==> src/rtl/pipeline_regfile_pkg.sv <==
// Shared types and constants for the writeback-side register file.
// The REGFILE_BYPASS_EN macro selects same-cycle writeback forwarding.
package pipeline_regfile_pkg;

  localparam int unsigned NREG   = 8;
  localparam int unsigned DW     = 16;
  localparam int unsigned IDX_W  = 3;
  localparam int unsigned PEND_W = 2;

  typedef logic [IDX_W-1:0] reg_idx_t;
  typedef logic [DW-1:0]    data_t;

  typedef enum logic [3:0] {
    OpNop    = 4'h0,
    OpAlu    = 4'h1,
    OpAluImm = 4'h2,
    OpLoad   = 4'h3,
    OpStore  = 4'h4,
    OpBranch = 4'h5,
    OpJal    = 4'h6
  } opcode_e;

  // Decode drives issue_wr from this classification.
  function automatic logic op_writes_reg(opcode_e op);
    case (op)
      OpAlu, OpAluImm, OpLoad, OpJal: return 1'b1;
      default:                        return 1'b0;
    endcase
  endfunction

endpackage

==> src/rtl/pipeline_regfile_if.sv <==
// Writeback, issue and read-port bundle between the pipeline and the register file.
interface pipeline_regfile_if #(
  parameter int unsigned DW = 16
);
  import pipeline_regfile_pkg::*;

  logic          write_in;
  reg_idx_t      writenum_in;
  logic [DW-1:0] writeback_data_in;
  logic          issue_valid;
  logic          issue_wr;
  reg_idx_t      issue_dst;
  reg_idx_t      readnum_a;
  reg_idx_t      readnum_b;
  logic          use_a;
  logic          use_b;
  logic [DW-1:0] data_a;
  logic [DW-1:0] data_b;
  logic          stall_out;

  modport master (
    output write_in, writenum_in, writeback_data_in,
    output issue_valid, issue_wr, issue_dst,
    output readnum_a, readnum_b, use_a, use_b,
    input  data_a, data_b, stall_out
  );

  modport slave (
    input  write_in, writenum_in, writeback_data_in,
    input  issue_valid, issue_wr, issue_dst,
    input  readnum_a, readnum_b, use_a, use_b,
    output data_a, data_b, stall_out
  );

endinterface

==> src/rtl/regfile_scoreboard.sv <==
// Per-register in-flight write counters and the decode stall they produce.
// With REGFILE_BYPASS_EN a single pending write that commits this cycle is not a hazard.
module regfile_scoreboard
  import pipeline_regfile_pkg::*;
#(
  parameter int unsigned NREG   = pipeline_regfile_pkg::NREG,
  parameter int unsigned PEND_W = pipeline_regfile_pkg::PEND_W
) (
  input  logic     clk,
  input  logic     rst,
  input  logic     write_in,
  input  reg_idx_t writenum_in,
  input  logic     issue_valid,
  input  logic     issue_wr,
  input  reg_idx_t issue_dst,
  input  reg_idx_t readnum_a,
  input  reg_idx_t readnum_b,
  input  logic     use_a,
  input  logic     use_b,
  output logic     stall_out
);

  localparam logic [PEND_W-1:0] PendMax = '1;

  logic [PEND_W-1:0] pend_q [NREG];
  logic [PEND_W-1:0] pend_d [NREG];
  logic [NREG-1:0]   inc;
  logic [NREG-1:0]   dec;
  logic [NREG-1:0]   haz;
  logic              sat;
  logic              accept;

  always_comb begin
    dec = '0;
    haz = '0;
    for (int r = 0; r < NREG; r++) begin
      dec[r] = write_in && (writenum_in == reg_idx_t'(r));
      haz[r] = (pend_q[r] != '0);
`ifdef REGFILE_BYPASS_EN
      if (pend_q[r] == PEND_W'(1) && dec[r]) haz[r] = 1'b0;
`endif
    end
  end

  // A commit to the destination in the same cycle frees a slot, so the counter cannot wrap.
  always_comb begin
    sat       = issue_wr && (pend_q[issue_dst] == PendMax) && !dec[issue_dst];
    stall_out = issue_valid && ((use_a && haz[readnum_a]) || (use_b && haz[readnum_b]) || sat);
    accept    = issue_valid && !stall_out;
  end

  always_comb begin
    inc = '0;
    for (int r = 0; r < NREG; r++) begin
      inc[r]    = accept && issue_wr && (issue_dst == reg_idx_t'(r));
      pend_d[r] = pend_q[r];
      if (inc[r] && !dec[r]) begin
        pend_d[r] = pend_q[r] + PEND_W'(1);
      end else if (dec[r] && !inc[r] && pend_q[r] != '0) begin
        pend_d[r] = pend_q[r] - PEND_W'(1);
      end
    end
  end

  always_ff @(posedge clk or negedge rst) begin
    if (!rst) begin
      for (int r = 0; r < NREG; r++) pend_q[r] <= '0;
    end else begin
      pend_q <= pend_d;
    end
  end

`ifndef SYNTHESIS
  dec_underflow_a: assert property (@(posedge clk) disable iff (!rst)
    !(write_in && pend_q[writenum_in] == '0))
    else $error("regfile_scoreboard: commit to r%0d with no pending write", writenum_in);
`endif

endmodule

==> src/rtl/pipeline_regfile.sv <==
// Eight-entry architectural register file with writeback port, two read ports and a
// hazard scoreboard. Define REGFILE_BYPASS_EN to forward writeback data to the read ports.
module pipeline_regfile
  import pipeline_regfile_pkg::*;
#(
  parameter int unsigned NREG   = pipeline_regfile_pkg::NREG,
  parameter int unsigned DW     = pipeline_regfile_pkg::DW,
  parameter int unsigned PEND_W = pipeline_regfile_pkg::PEND_W
) (
  input logic               clk,
  input logic               rst,
  pipeline_regfile_if.slave rf
);

  logic [DW-1:0] regs_q [NREG];
  logic [DW-1:0] regs_d [NREG];

  always_comb begin
    regs_d = regs_q;
    if (rf.write_in) regs_d[rf.writenum_in] = rf.writeback_data_in;
  end

  always_ff @(posedge clk or negedge rst) begin
    if (!rst) begin
      for (int r = 0; r < NREG; r++) regs_q[r] <= '0;
    end else begin
      regs_q <= regs_d;
    end
  end

  always_comb begin
    rf.data_a = regs_q[rf.readnum_a];
    rf.data_b = regs_q[rf.readnum_b];
`ifdef REGFILE_BYPASS_EN
    if (rf.write_in && rf.writenum_in == rf.readnum_a) rf.data_a = rf.writeback_data_in;
    if (rf.write_in && rf.writenum_in == rf.readnum_b) rf.data_b = rf.writeback_data_in;
`endif
  end

  regfile_scoreboard #(
    .NREG   (NREG),
    .PEND_W (PEND_W)
  ) u_scoreboard (
    .clk         (clk),
    .rst         (rst),
    .write_in    (rf.write_in),
    .writenum_in (rf.writenum_in),
    .issue_valid (rf.issue_valid),
    .issue_wr    (rf.issue_wr),
    .issue_dst   (rf.issue_dst),
    .readnum_a   (rf.readnum_a),
    .readnum_b   (rf.readnum_b),
    .use_a       (rf.use_a),
    .use_b       (rf.use_b),
    .stall_out   (rf.stall_out)
  );

endmodule

==> src/flat_wrapper.sv <==
// flat-port wrapper written by rule: the top's interface ports become plain ports
module pipeline_regfile_flat import pipeline_regfile_pkg::*;
#(
  parameter int unsigned NREG   = pipeline_regfile_pkg::NREG,
  parameter int unsigned DW     = pipeline_regfile_pkg::DW,
  parameter int unsigned PEND_W = pipeline_regfile_pkg::PEND_W
)
  (clk, rst, rf_write_in, rf_writenum_in, rf_writeback_data_in, rf_issue_valid, rf_issue_wr, rf_issue_dst, rf_readnum_a, rf_readnum_b, rf_use_a, rf_use_b, rf_data_a, rf_data_b, rf_stall_out);
  pipeline_regfile_if #(.DW(DW)) rf_i ();
  input logic clk;
  input logic rst;
  input wire logic [$bits(rf_i.write_in)-1:0] rf_write_in;
  input wire logic [$bits(rf_i.writenum_in)-1:0] rf_writenum_in;
  input wire logic [$bits(rf_i.writeback_data_in)-1:0] rf_writeback_data_in;
  input wire logic [$bits(rf_i.issue_valid)-1:0] rf_issue_valid;
  input wire logic [$bits(rf_i.issue_wr)-1:0] rf_issue_wr;
  input wire logic [$bits(rf_i.issue_dst)-1:0] rf_issue_dst;
  input wire logic [$bits(rf_i.readnum_a)-1:0] rf_readnum_a;
  input wire logic [$bits(rf_i.readnum_b)-1:0] rf_readnum_b;
  input wire logic [$bits(rf_i.use_a)-1:0] rf_use_a;
  input wire logic [$bits(rf_i.use_b)-1:0] rf_use_b;
  output wire logic [$bits(rf_i.data_a)-1:0] rf_data_a;
  output wire logic [$bits(rf_i.data_b)-1:0] rf_data_b;
  output wire logic [$bits(rf_i.stall_out)-1:0] rf_stall_out;
  assign rf_i.write_in = rf_write_in;
  assign rf_i.writenum_in = rf_writenum_in;
  assign rf_i.writeback_data_in = rf_writeback_data_in;
  assign rf_i.issue_valid = rf_issue_valid;
  assign rf_i.issue_wr = rf_issue_wr;
  assign rf_i.issue_dst = rf_issue_dst;
  assign rf_i.readnum_a = rf_readnum_a;
  assign rf_i.readnum_b = rf_readnum_b;
  assign rf_i.use_a = rf_use_a;
  assign rf_i.use_b = rf_use_b;
  assign rf_data_a = rf_i.data_a;
  assign rf_data_b = rf_i.data_b;
  assign rf_stall_out = rf_i.stall_out;
  pipeline_regfile #(.NREG(NREG), .DW(DW), .PEND_W(PEND_W)) u_core (.clk(clk), .rst(rst), .rf(rf_i));
endmodule
==> config.mk <==
export PLATFORM = sky130hd
export DESIGN_NAME = pipeline_regfile_flat
export DESIGN_NICKNAME = d
export VERILOG_FILES = /design/src/rtl/pipeline_regfile_pkg.sv /design/src/rtl/pipeline_regfile_if.sv /design/src/rtl/regfile_scoreboard.sv /design/src/rtl/pipeline_regfile.sv /design/src/flat_wrapper.sv
export SDC_FILE = /design/constraint.sdc
export NUM_CORES = 1
export LEC_CHECK = 0
export BUFFER_PORTS_ARGS = -buffer_cell sky130_fd_sc_hd__buf_2
export CORE_UTILIZATION = 25
export CTS_BUF_LIST = sky130_fd_sc_hd__clkbuf_8
export CTS_CLUSTER_SIZE = 10
export DETAILED_ROUTE_END_ITERATION = 6
export PLACE_DENSITY_LB_ADDON = 0.08
export RECOVER_POWER = 50
export SETUP_SLACK_MARGIN = 0.4
export SLEW_MARGIN = 0
export SYNTH_ARGS = -nofsm -noshare
export SYNTH_HDL_FRONTEND = slang
export SYNTH_SLANG_ARGS = --single-unit
==> constraint.sdc <==
create_clock -name clk -period 1.95 [get_ports clk]
set_input_delay 0.0975 -clock clk [delete_from_list [all_inputs] [get_ports clk]]
set_output_delay 0.0975 -clock clk [all_outputs]
set_load 0.05 [all_outputs]
### Yosys cells after proc, flatten, opt, wreduce, memory -nomap -nowiden

Cells that the tools add are included.

| storage, ports and cells | value |
|---|---|
| flip-flop bits (word level) | 144 |
| output and inout port bits | 33 |

| operators by class | value |
|---|---|
| add/subtract/negate cells | 16 |
| magnitude comparators | 8 |
| eq/ne operators | 15 |
| multiplexer cells | 34 |
| bitwise logic cells | 4 |
| reduce and logical (&&, ||, !) cells | 86 |

Operator list:

| cell | count |
|---|---|
| $bwmux 128 | 1 |
| $bmux 16 s3 | 2 |
| $mux 16 | 5 |
| $demux 16 s3 | 1 |
| $logic_and 1x1->1 | 48 |
| $mux 2 | 18 |
| $reduce_bool 2->1 | 16 |
| $eq 3x3->1 const B | 8 |
| $logic_not 1->1 | 18 |
| $add 2x1->2 const B | 8 |
| $ge 4x4->1 const B | 4 |
| $not 3->4 | 4 |
| $sub 2x1->2 const B | 8 |
| $eq 3x2->1 const B | 4 |
| $lt 3x4->1 const B | 3 |
| $bmux 1 s3 | 3 |
| $bmux 2 s3 | 1 |
| $eq 3x1->1 const B | 2 |
| $logic_not 3->1 | 2 |
| $lt 4x1->1 const B | 1 |
| $mux 1 | 3 |
| $eq 2x2->1 const B | 1 |
| $logic_or 1x1->1 | 2 |

### Depth between registers and ports, before layout

Gate-level depths: netlist (run 1).

| depth | value |
|---|---|
| word-level depth | 18 |
| depth in mapped cells | 9 |
| mapped depth without buffers | 6 |

### Hierarchy

From an unflattened synthesis (run 1), not the netlist that was laid out.

| second synthesis, totals | value |
|---|---|
| cell total of the unflattened synthesis | 584 |
| area, all modules | 8539.4 um^2 |

Modules (own cells, without submodules):

| module | instances | cells an instance | area each (um^2) | sequential area each (um^2) |
|---|---|---|---|---|
| pipeline_regfile | 1 | 393 | 7000.5 | 3203.1 |
| regfile_scoreboard | 1 | 191 | 1539.0 | 400.4 |

### Worst setup path before layout (run 1)

No wires, ideal clock.

| path | value |
|---|---|
| path type | reg2out |
| start | reg u_core.u_scoreboard.pend_q[15] (netlist name) |
| end | out rf_stall_out |
| data arrival time | 2339 ps |
| data required time | 1852 ps |
| path slack | -487 ps |
| cell stages (with the launch flop) | 8 |
| cells stage by stage | dfrtp_1 -> nand2_1 -> o32a_2 -> a2bb2oi_2 -> nor2b_1 -> buf_6 -> nand2_1 -> a41oi_1 |

| on the way | value |
|---|---|
| cells in the longest elaborated chain, start to end | 8 |
| elaborated cells between the ends (all ways) | 16 |
| those cells by class | 1 x eq/ne; 7 x mux; 8 x reduce/logical |

Ends and longest elaborated chain:

| what | RTL line | source |
|---|---|---|
| start, declared | regfile_scoreboard.sv:25 | `logic [PEND_W-1:0] pend_q [NREG];` |
| start signal, assigned | regfile_scoreboard.sv:69 | `pend_q <= pend_d;` |
| $bmux 2 s3 | regfile_scoreboard.sv:47 | `sat = issue_wr && (pend_q[issue_dst] == PendMax) && !dec[issue_dst];` |
| $mux 2 (not written as such) (2 in series) | regfile_scoreboard.sv:47 |  |
| $eq 2x2->1 | regfile_scoreboard.sv:47 |  |
| $logic_and 1x1->1 (2 in series) | regfile_scoreboard.sv:47 |  |
| $logic_or 1x1->1 * | regfile_scoreboard.sv:48 | `stall_out = issue_valid && ((use_a && haz[readnum_a]) \|\| (use_b && haz[readnum_b]) \|\| sat);` |
| $logic_and 1x1->1 * | regfile_scoreboard.sv:48 |  |
| end, declared | flat_wrapper.sv:24 | `output wire logic [$bits(rf_i.stall_out)-1:0] rf_stall_out;` |

Every way passes the cells marked *; elsewhere a longest branch is shown, timed or not. The select of a mux whose other input is x is not followed.

### Worst setup path after layout (run 1)

| path | value |
|---|---|
| start | reg u_core.u_scoreboard.pend_q[15] (netlist name) |
| end | reg u_core.u_scoreboard.pend_q[4] (netlist name) |

| on the way | value |
|---|---|
| cells in the longest elaborated chain, start to end | 16 |
| elaborated cells between the ends (all ways) | 26 |
| those cells by class | 1 x eq/ne; 8 x mux; 17 x reduce/logical |

Ends and longest elaborated chain:

| what | RTL line | source |
|---|---|---|
| $bmux 2 s3 | regfile_scoreboard.sv:47 |  |
| $mux 2 (not written as such) (2 in series) | regfile_scoreboard.sv:47 |  |
| $eq 2x2->1 | regfile_scoreboard.sv:47 |  |
| $logic_and 1x1->1 (2 in series) | regfile_scoreboard.sv:47 |  |
| $logic_or 1x1->1 * | regfile_scoreboard.sv:48 |  |
| $logic_and 1x1->1 * | regfile_scoreboard.sv:48 |  |
| $logic_not 1->1 * | regfile_scoreboard.sv:49 | `accept = issue_valid && !stall_out;` |
| $logic_and 1x1->1 * | regfile_scoreboard.sv:49 |  |
| $logic_and 1x1->1 * (2 in series) | regfile_scoreboard.sv:55 | `inc[r] = accept && issue_wr && (issue_dst == reg_idx_t'(r));` |
| $logic_not 1->1 | regfile_scoreboard.sv:59 | `end else if (dec[r] && !inc[r] && pend_q[r] != '0) begin` |
| $logic_and 1x1->1 (2 in series) | regfile_scoreboard.sv:59 |  |
| $reduce_bool 2->1 (no line) | - |  |

Marks and branches as above.
A chain may end at the register's enable or synchronous reset.

==> results of run 1 <==
==> state kept, by name, summed over array words and instances (netlist names) <==
| register | count |
|---|---|
| u_core.regs_q | 128 |
| u_core.u_scoreboard.pend_q | 16 |
==> cell usage in the layout (no fill, tap or decap), types with 4 or more instances in the layout <==
cell and n:
dfrtp_1 144, mux2_2 112, buf_4 69, nand2_1 66
mux4_2 64, mux2_4 32, buf_2 32, buf_8 32
clkbuf_8 21, dlygate4sd3_1 17, inv_1 14, buf_6 11
a21oi_1 10, nor3_1 9, nand3_1 7, clkbuf_1 7
o211ai_1 6, a211oi_1 6, buf_12 6, nor2_1 5
o21ai_0 5, nand2b_1 5, nor4_1 5, nor3b_1 4
and3_1 4, and2_1 4, a21o_1 4
==> Yosys cell counts, types with 3 or more instances <==
cell type	count
and2_1	5
nand3b_1	3
nor3b_1	4
a211oi_1	6
mux2_2	144
nor4_1	8
and4_1	3
clkbuf_1	16
nor3_1	9
nand2_1	69
nand2b_1	5
buf_2	16
and3_1	5
a21oi_1	10
a21o_1	4
nor2_1	6
o211ai_1	6
buf_1	10
nand3_1	7
a311oi_1	3
nor2b_1	3
mux4_2	64
dfrtp_1	144
o31a_1	3
o211a_1	3
inv_1	12
o21ai_0	9
==> repair_timing <==
action / in CTS / in global routing
gates cloned: 1 / 0
gates resized for setup: 151 / 9
hold endpoints to repair: 178 / 0
pin swaps: 8 / 9
buffers inserted: 10 / 9
setup endpoints to repair: 49 / 49
hold buffers: 17 / 0
==> worst min path at each step <==
| stage | cells after the start | endpoint | slack [ns] | from |
|---|---|---|---|---|
| after global placement | 1 | u_core.regs_q[45] | 0.09 | rst |
| after CTS | 4 | u_core.u_scoreboard.pend_q[1] | 0.15 | rf_issue_dst[2] |
| after global routing | 4 | u_core.u_scoreboard.pend_q[1] | 0.19 | rf_issue_dst[2] |
| after floorplan | 0 | u_core.regs_q[0] | -0.20 | rst |
| final | 4 | u_core.u_scoreboard.pend_q[1] | 0.18 | rf_issue_dst[2] |
| after detailed placement | 1 | u_core.regs_q[45] | 0.1 | rst |
==> power groups by stage <==
| stage | Clock [mW] | Sequential, mW | Combinational (mW) |
|---|---|---|---|
| floorplan | 0 | 4.03 | 2.41 |
| global placement | 0 | 4.10 | 3.28 |
| detailed placement | 0 | 4.16 | 3.34 |
| CTS | 2.47 | 4.11 | 4.07 |
| global route | 2.61 | 4.22 | 4.34 |
| finish | 2.37 | 4.12 | 4.10 |
==> critical path, cell delays in order, from the launching register on <==
cell      delay (ns)
dfrtp_1         0.39
buf_4           0.14
nor4_1          0.26
a311oi_1        0.10
a22oi_2         0.24
nand4_4         0.21
buf_6           0.21
o311ai_0        0.39
o211a_1         0.22
==> cell type report <==
cell class | count | area, um2 | share of cell area
well taps | 435 | 544.3 | 0.05048
inverters | 12 | 45.04 | 0.004177
multi-input cells | 413 | 4589 | 0.4256
flip-flops and latches | 144 | 3603 | 0.3342
repair buffers | 178 | 1622 | 0.1504
clock buffers | 21 | 289.0 | 0.02680
clock inverters | 8 | 90.09 | 0.008355
==> cells by family after synthesis <==
kind of cell    share of synthesized area
mux                                0.3761
compound gates                    0.05915
xor+xnor                         0.001076
simple gates                      0.09064
buf+inv                           0.03057
flops                              0.4425
==> routing by layer <==
| metal | wire length (um) | part of all wire | vias up | track usage |
|---|---|---|---|---|
| met5 | 0 | 0 | - | 0 |
| met4 | 439 | 0.017 | 0 | 0.04908 |
| met3 | 764 | 0.029 | 29 | 0.02993 |
| met2 | 13200 | 0.50 | 92 | 0.2806 |
| met1 | 11910 | 0.45 | 3161 | 0.2152 |
| li1 | - | - | 2640 | - |
==> per-stage QoR <==
step | total power [mW] | TNS [ns] | hold slack [ns] | setup slack (ns)
floorplan | 6.446 | 0 | -0.1981 | 0.004231
global placement | 7.389 | -0.8285 | 0.08749 | -0.1585
detailed placement | 7.499 | -1.528 | 0.09729 | -0.2212
CTS | 10.66 | -1.546 | 0.1510 | -0.2395
global route | 11.17 | -3.722 | 0.1885 | -0.3345
finish | 10.59 | -1.779 | 0.1821 | -0.2647
==> results.py, run 1 <==
metrics = {
    "detailed_routing": {
        "vias_per_cell": 4.890,
        "dr.first_iter.drc_count": 224,
        "vias": 5922,
        "wirelength_um": 26320,
        "firstDrtPassIters": 4,
        "ant_nets": 0,
        "drcViolationCount": 0,
        "wl_per_cell_um": 21.73,
    },
    "clock_network": {
        "cts.sinks": 144,
        "clk_root_buffer_cell": "clkbuf_8",
        "cts_buffers": 17,
        "htreeDepth": 4,
        "clk_latency_ns": 0.45,
        "path_clk_slew_ns": 0.08,
        "cts.path.max_buffers": 2,
        "cts_tree": "yes",
    },
    "floorplanning": {
        "fp.dieArea_mm2": 0.03330,
        "design.core.area_mm2": 0.03180,
        "io_pins": 68,
        "die_h_um": 182.5,
        "die_w_um": 182.5,
        "start_util": 0.2561,
        "rows": 65,
    },
    "yosys": {
        "synth_edf_count": 0,
        "ys_async_sr_fraction": 1.000,
        "syn_area_per_cell_um2": 13.26,
        "synth_top_area_cell": "dfrtp_1",
        "synth-seq-cells": 144,
        "synth_top_area_frac": 0.4425,
        "netlist_instances": 614,
        "synth_cell_types": 57,
        "yosys-top-cells-area": "dfrtp_1 44%, mux2_2 20%, mux4_2 18%, nand2_1 3.2%, buf_2 0.98%",
        "netlist_area_mm2": 0.008144,
        "synth-main-ff-cell": "dfrtp_1",
        "yosys_warnings": 0,
        "syn_nets": 649,
        "yosysSeqAreaShare": 0.4425,
    },
    "hold_path": {
        "hold_path_class": "in -> reg",
    },
    "worst_setup_path": {
        "worstPathArrival_ns": 2.61,
        "endpoint_kind": "flip-flop",
        "crit_path_max_fanout": 8,
        "crit_start": "u_core.u_scoreboard.pend_q[15]",
        "endpoint": "u_core.u_scoreboard.pend_q[4]",
        "worstPathRequired_ns": 2.34,
        "rr_startpoint": "u_core.u_scoreboard.pend_q[15]",
        "reg2reg_depth": 8,
        "crit_path_start_kind": "flip-flop",
        "critPathKind": "reg -> reg",
        "reg2reg_to": "u_core.u_scoreboard.pend_q[4]",
        "rrSetupSlack_ns": -0.26,
    },
    "global_route": {
        "grt_first_pass_wirelength_um": 40480,
        "grt_max_degree": 55,
        "grt_pass1_vias": 6531,
        "grt_antenna_before_repair": 0,
        "grt_overflow": 0,
        "grt_usage": 0.1658,
    },
    "timing": {
        "tightest_slew_ns": 1.423,
        "setup_viol": 15,
        "post-route-min-period_ns": 2.215,
        "fin_worst_skew_ns": 0.006265,
        "rsz0062_at_grt": "true",
        "fin_crit_sh": 1.136,
        "drv_slew": 0,
        "maxSlewHeadroom": 0.05105,
        "max_freq_ghz": 0.4515,
        "setup_ws_ns": -0.2647,
        "hold_viol": 0,
    },
    "pwr": {
        "clock_power_share": 0.224,
        "pwr-share-comb": 0.387,
        "leakagePower_nw": 4.529,
        "p_per_area_mw_per_mm2": 982.0,
        "switchingPower_mw": 3.491,
        "seq_power_share": 0.389,
        "intPower_mw": 7.098,
        "swShare": 0.3297,
        "peakVddDrop_uv": 365.3,
    },
    "place": {
        "io_buffers": 67,
        "placed_cell_area_mm2": 0.009570,
        "place_congestion": 0.7547,
        "hpwl_um": 16650,
        "place_inst": 1145,
    },
    "cells_and_area": {
        "diodes": 0,
        "nNetsFinal": 801,
        "fin_cells": 1211,
        "area_growth_pct": 32.40,
        "finish.utilization": 0.3391,
        "drive_above_1_share": 0.5387,
        "fillers": 3132,
        "fin_area_mm2": 0.01078,
    },
    "outcome": {
        "outcome": "finished, violations left",
        "violations": "negative setup slack",
    },
    "run": {
        "max-cap-violations": 0,
    },
}
Note: power is estimated with default switching activity, not from simulation.
==> run 2, diff against run 1 <==
--- a/config.mk
+++ b/config.mk
@@ -8,8 +8,10 @@
 export BUFFER_PORTS_ARGS = -buffer_cell sky130_fd_sc_hd__buf_2
 export CORE_UTILIZATION = 25
 export CTS_BUF_LIST = sky130_fd_sc_hd__clkbuf_8
+export CTS_CLUSTER_DIAMETER = 100
 export CTS_CLUSTER_SIZE = 10
 export DETAILED_ROUTE_END_ITERATION = 6
+export MAX_ROUTING_LAYER = met4
 export PLACE_DENSITY_LB_ADDON = 0.08
 export RECOVER_POWER = 50
 export SETUP_SLACK_MARGIN = 0.4
==> results.py, run 2 (synthesis results as in run 1) <==
metrics = {
    "pwr": {
        "p_total_mw": 10.59,
        "leakagePower_nw": 4.529,
        "peakVddDrop_uv": 365.3,
        "p_per_area_mw_per_mm2": 981.8,
    },
    "timing": {
        "fin_crit_sh": 1.137,
        "max_freq_ghz": 0.4512,
        "maxSlewHeadroom": 0.04954,
        "setup-tns-final_ns": -1.826,
        "setup_viol": 15,
        "tightest_slew_ns": 1.426,
        "setup_ws_ns": -0.2664,
        "drv_slew": 0,
        "fin_worst_skew_ns": 0.004973,
        "hold_viol": 0,
        "rsz0062_at_grt": "true",
        "post-route-min-period_ns": 2.216,
    },
    "detailed_routing": {
        "vias_per_cell": 4.882,
        "vias": 5912,
        "ant_nets": 0,
        "firstDrtPassIters": 4,
        "dr.first_iter.drc_count": 252,
        "wl_per_cell_um": 21.69,
        "wirelength_um": 26270,
        "drcViolationCount": 0,
    },
    "cells_and_area": {
        "diodes": 0,
        "final_cell_mix": "144 x dfrtp_1, 112 x mux2_2, 69 x buf_4",
        "largest_register": "u_core.regs_q",
        "finish.utilization": 0.3391,
        "largest_reg_flops": 128,
        "final_common_cell": "dfrtp_1",
        "fillers": 3132,
        "biggestRegsByFlops": "u_core.regs_q (128), u_core.u_scoreboard.pend_q (16)",
        "nNetsFinal": 801,
        "area_growth_pct": 32.40,
        "drive_above_1_share": 0.5387,
        "fin_cells": 1211,
    },
    "global_route": {
        "grt_antenna_before_repair": 0,
        "grt_pass1_vias": 6534,
        "grt_first_pass_wirelength_um": 40450,
        "grt_overflow": 0,
        "grt_usage": 0.1707,
        "grt_max_degree": 55,
    },
    "place": {
        "hpwl_um": 16650,
        "place_congestion": 0.7645,
        "io_buffers": 67,
        "place_inst": 1145,
    },
    "clock_network": {
        "clk_latency_ns": 0.45,
        "clk_root_buffer_cell": "clkbuf_8",
        "cts_buffers": 17,
        "path_clk_slew_ns": 0.08,
        "cts.path.max_buffers": 2,
        "cts.sinks": 144,
        "htreeDepth": 4,
        "cts_tree": "yes",
    },
    "worst_setup_path": {
        "slowest_stage": "dfrtp_1",
        "worstPathRequired_ns": 2.34,
        "endpoint_kind": "flip-flop",
        "critPathKind": "reg -> reg",
        "crit_chain": "buf_4, nor4_1, a311oi_1, a22oi_2, nand4_4, buf_6, o311ai_0, o211a_1",
        "crit_path_max_fanout": 8,
        "max_stage_delay_ns": 0.39,
        "worstPathArrival_ns": 2.61,
        "crit_path_start_kind": "flip-flop",
    },
    "floorplanning": {
        "start_util": 0.2561,
        "design.core.area_mm2": 0.03180,
        "io_pins": 68,
        "fp.dieArea_mm2": 0.03330,
        "die_w_um": 182.5,
        "die_h_um": 182.5,
        "rows": 65,
    },
    "outcome": {
        "outcome": "finished, violations left",
        "violations": "negative setup slack",
    },
    "run": {
        "max-cap-violations": 0,
    },
    "hold_path": {
        "hold_path_class": "in -> reg",
    },
}
-- run 2: cell counts in the layout (fill, tap and decap cells not counted) --
Identical to the previous run, type by type.
-- run 2: critical path, delay by kind of cell, from the launching register on --
kind	cells	cell delay (ns)
AND/OR/NAND/NOR	2	0.47
buffers and inverters	2	0.35
flip-flops	1	0.39
AO/OA/AOI/OAI	4	0.95
-- run 2: timing repair --
action                                  CTS  global route
gates resized for setup                 151             9
endpoints found under the hold margin   178             0
endpoints found under the setup margin   49            49
hold buffers                             17             0
gates cloned                              1             0
pin swaps                                 8             9
setup buffers                            10             9
-- run 2: path summary, 6_finish.rpt --
check / from / end / slack [ns] / cells past startpoint
setup / recovery: u_core.u_scoreboard.pend_q[15] / u_core.u_scoreboard.pend_q[4] / -0.27 / 8
max in group asynchronous: rst / u_core.regs_q[35] / 0.30 / 3
setup reg to reg: u_core.u_scoreboard.pend_q[15] / u_core.u_scoreboard.pend_q[4] / -0.27 / 8
hold / removal: rf_issue_dst[2] / u_core.u_scoreboard.pend_q[1] / 0.18 / 4
min in group asynchronous: rst / u_core.regs_q[45] / 0.52 / 2
hold reg to reg: u_core.regs_q[73] / u_core.regs_q[73] / 0.51 / 2
-- run 2: metal layers --
metal | wire length (um) | part of all wire | global-route usage
met5 | 0 | 0 | -
met4 | 406 | 0.015 | 0.04908
met3 | 927 | 0.035 | 0.02914
met2 | 13220 | 0.50 | 0.2808
met1 | 11720 | 0.45 | 0.2152
-- run 2: metrics by stage --
stage	instance area [um2]	hold slack [ns]	setup WS [ns]
5_1_grt	10780	0.1885	-0.3344
4_1_cts	10740	0.1510	-0.2395
3_5_place_dp	9570	0.09729	-0.2212
3_3_place_gp	9570	0.08749	-0.1585
2_1_floorplan	8239	-0.1981	0.004231
6_report	10780	0.1794	-0.2664
-- run 2: where the power goes --
group          internal, mW  total (mW)  leakage, nW  switching, mW
Combinational          2.23        4.10         2.60           1.87
Sequential             3.64        4.12         1.73          0.480
Clock                  1.24        2.37        0.202           1.13
-- run 2: layout make-up --
type | count | area (um2) | share of cell area
clock buffers | 21 | 289.0 | 0.02680
clock inverters | 8 | 90.09 | 0.008355
inverters | 12 | 45.04 | 0.004177
multi-input cells | 413 | 4589 | 0.4256
flip-flops and latches | 144 | 3603 | 0.3342
well taps | 435 | 544.3 | 0.05048
repair buffers | 178 | 1622 | 0.1504
==> run 3, diff against run 2 <==
--- a/config.mk
+++ b/config.mk
@@ -18,4 +18,6 @@
 export SLEW_MARGIN = 0
 export SYNTH_ARGS = -nofsm -noshare
 export SYNTH_HDL_FRONTEND = slang
+export SYNTH_HIERARCHICAL = 1
 export SYNTH_SLANG_ARGS = --single-unit
+export TNS_END_PERCENT = 20
==> results.py, run 3 <==
metrics = {
    "cells_and_area": {
        "fillers": 3430,
        "final_common_cell": "dfrtp_1",
        "largest_reg_flops": 128,
        "biggestRegsByFlops": "u_core/regs_q (128), u_core/u_scoreboard/pend_q (16)",
        "largest_register": "u_core/regs_q",
        "final_cell_mix": "142 x dfrtp_1, 137 x mux2_2, 53 x mux4_2",
        "drive_above_1_share": 0.5628,
        "fin_area_mm2": 0.01067,
        "nNetsFinal": 747,
        "area_growth_pct": 24.89,
    },
    "outcome": {
        "outcome": "finished, violations left",
        "violations": "max-capacitance violations, max-slew violations, negative setup slack",
    },
    "place": {
        "placed_cell_area_mm2": 0.009779,
        "hpwl_um": 16950,
        "place_ws_ns": -0.1255,
        "place_congestion": 0.8075,
        "io_buffers": 67,
    },
    "timing": {
        "setup_ws_ns": -0.2125,
        "fin_crit_sh": 1.109,
        "hold_viol": 0,
        "maxSlewHeadroom": -0.07057,
        "drv_slew": 58,
        "rsz0062_at_grt": "true",
        "post-route-min-period_ns": 2.162,
        "tightest_slew_ns": 1.606,
        "fin_worst_skew_ns": 0.01157,
        "max_freq_ghz": 0.4624,
        "setup_viol": 14,
        "setup-tns-final_ns": -0.8681,
    },
    "worst_setup_path": {
        "slowest_stage": "dfrtp_1",
        "endpoint_kind": "output port",
        "worstPathRequired_ns": 1.85,
        "max_stage_delay_ns": 0.42,
        "crit_path_max_fanout": 4,
        "crit_top_cell": "buf_4",
        "crit_chain": "nor4_1, nor3_1, a32oi_1, buf_4, nor2b_4, a31oi_1, buf_4",
        "crit_path_start_kind": "flip-flop",
        "critPathKind": "reg -> out",
        "worstPathArrival_ns": 2.06,
        "rrSetupSlack_ns": -0.14,
    },
    "clock_network": {
        "cts.path.max_buffers": 2,
        "cts_tree": "yes",
        "clk_root_buffer_cell": "clkbuf_8",
        "cts.sinks": 144,
        "clk_latency_ns": 0.44,
        "htreeDepth": 4,
        "path_clk_slew_ns": 0.08,
        "cts_buffers": 17,
    },
    "pwr": {
        "p_per_area_mw_per_mm2": 993.2,
        "peakVddDrop_uv": 443.6,
        "leakagePower_nw": 4.423,
    },
    "run": {
        "max-cap-violations": 1,
    },
    "yosys": {
        "syn_nets": 619,
        "ys_async_sr_fraction": 1.000,
        "synth_fa_ha_area_frac": 0,
        "synth-seq-cells": 144,
        "synth_top_family_by_area": "multiplexers",
        "synth_xor_xnor_area_share": 0.002051,
        "synth_common_cells": "160 x mux2_2, 144 x dfrtp_1, 56 x mux4_1",
        "yosys_warnings": 6,
        "netlist_area_mm2": 0.008539,
        "yosys-top-cells-area": "dfrtp_1 42%, mux2_2 21%, mux4_1 17%, mux4_2 2.4%, buf_6 1.6%",
        "syn_area_per_cell_um2": 14.62,
        "synth_cell_types": 59,
        "netlist_instances": 584,
        "synth-main-ff-cell": "dfrtp_1",
        "synth_compound_area_frac": 0.04586,
        "synth_edf_count": 0,
        "synth_top_area_frac": 0.4220,
        "yosys.area_share.simple": 0.08264,
        "synth_top_area_cell": "dfrtp_1",
        "synth.most_common_cell": "mux2_2",
        "synthMuxAreaShare": 0.4070,
        "yosysSeqAreaShare": 0.4220,
    },
    "hold_path": {
        "hold_path_class": "in -> reg",
    },
    "floorplanning": {
        "io_pins": 68,
        "die_h_um": 186.8,
        "design.core.area_mm2": 0.03353,
        "die_w_um": 186.8,
        "rows": 67,
        "fp.dieArea_mm2": 0.03490,
        "start_util": 0.2547,
    },
    "detailed_routing": {
        "vias_per_cell": 4.985,
        "ant_nets": 0,
        "wl_per_cell_um": 22.01,
        "drcViolationCount": 0,
        "dr.first_iter.drc_count": 244,
        "wirelength_um": 25840,
        "firstDrtPassIters": 4,
        "vias": 5852,
    },
    "global_route": {
        "grt_overflow": 0,
        "grt_pass1_vias": 6429,
        "grt_max_degree": 60,
        "grt_antenna_before_repair": 1,
        "grt_usage": 0.1577,
        "grt_first_pass_wirelength_um": 40050,
    },
}
==> run 3: changes by cell type after synthesis, sizes merged, moves of 5 or more <==
cell	delta
nand4	+11
buf	+8
nand3	+5
inv	-5
nand2	-47
clkbuf	-10
nor4	-7
mux2	+16
==> run 3: path summary, 6_finish.rpt <==
path                                             endpoint                     startpoint  depth (start not counted)
max                                          rf_stall_out  u_core/u_scoreboard/pend_q[7]                          7
min                         u_core/u_scoreboard/pend_q[4]                    rf_issue_wr                          5
max reg2reg                u_core/u_scoreboard/pend_q[10]  u_core/u_scoreboard/pend_q[4]                          7
min reg2reg                             u_core/regs_q[68]              u_core/regs_q[68]                          1
max in group asynchronous              u_core/regs_q[124]                            rst                          3
min in group asynchronous  u_core/u_scoreboard/pend_q[10]                            rst                          2
==> run 3: kinds of logic (layout without fill, tap and decap cells) <==
group                     count (synthesis)  after routing
AOI/OAI and AO/OA                        52             52
xor gates and xnor gates                  2              2
buffers and inverters                    50            191
DFF                                     144            144
muxes                                   225            225
other                                     0              1
and+or+nand+nor                         111            111
==> run 3: routing by layer <==
| metal | share of wire | global-route usage |
|---|---|---|
| met4 | 0.014 | 0.04445 |
| met1 | 0.46 | 0.2006 |
| met5 | 0 | - |
| met3 | 0.031 | 0.02908 |
| met2 | 0.50 | 0.2563 |
==> run 3: stage by stage <==
step	total power [mW]	hold WS, ns	std cells	utilization
floorplan	6.464	-0.1981	584	-
detailed placement	7.481	0.1142	1115	0.2916
global placement	7.364	0.1083	1115	0.2916
finish	10.59	0.2315	1174	0.3181
global route	11.17	0.2189	1174	0.3181
CTS	10.72	0.1764	1172	0.3201
==> run 3: area by class of cell <==
| cell class | count | area, um2 | area share |
|---|---|---|---|
| tap | 448 | 560.5 | 0.05256 |
| multi-input combinational | 390 | 4632 | 0.4343 |
| clock buffer | 19 | 261.5 | 0.02452 |
| antenna | 1 | 2.502 | 0.0002346 |
| inverter | 7 | 26.28 | 0.002464 |
| clock inverter | 13 | 147.6 | 0.01384 |
| timing repair buffer | 152 | 1429 | 0.1340 |
| sequential | 144 | 3606 | 0.3381 |
==> run 3: what timing repair did <==
action                     4_1_cts  5_1_grt
hold buffers                    17        0
gates resized for setup        152       27
hold endpoints to repair       185        0
pin swaps                       19        8
setup endpoints to repair       49       49
setup buffers                    7        0
gates cloned                     1        1
==> run 3: where the power goes <==
part / switching, mW / internal [mW] / leakage (nW) / total (mW)
clock network: 1.18 / 1.31 / 0.217 / 2.50
registers: 0.508 / 3.64 / 1.73 / 4.15
logic: 1.84 / 2.10 / 2.48 / 3.94
total: 3.53 / 7.06 / 4.42 / 10.6
==> run 3: critical path, delay by kind of cell (launching register included) <==
| family | cells | cell delay, ns |
|---|---|---|
| and+or+nand+nor | 3 | 0.55 |
| buffers and inverters | 2 | 0.35 |
| AOI/OAI and AO/OA | 2 | 0.30 |
| DFF | 1 | 0.42 |
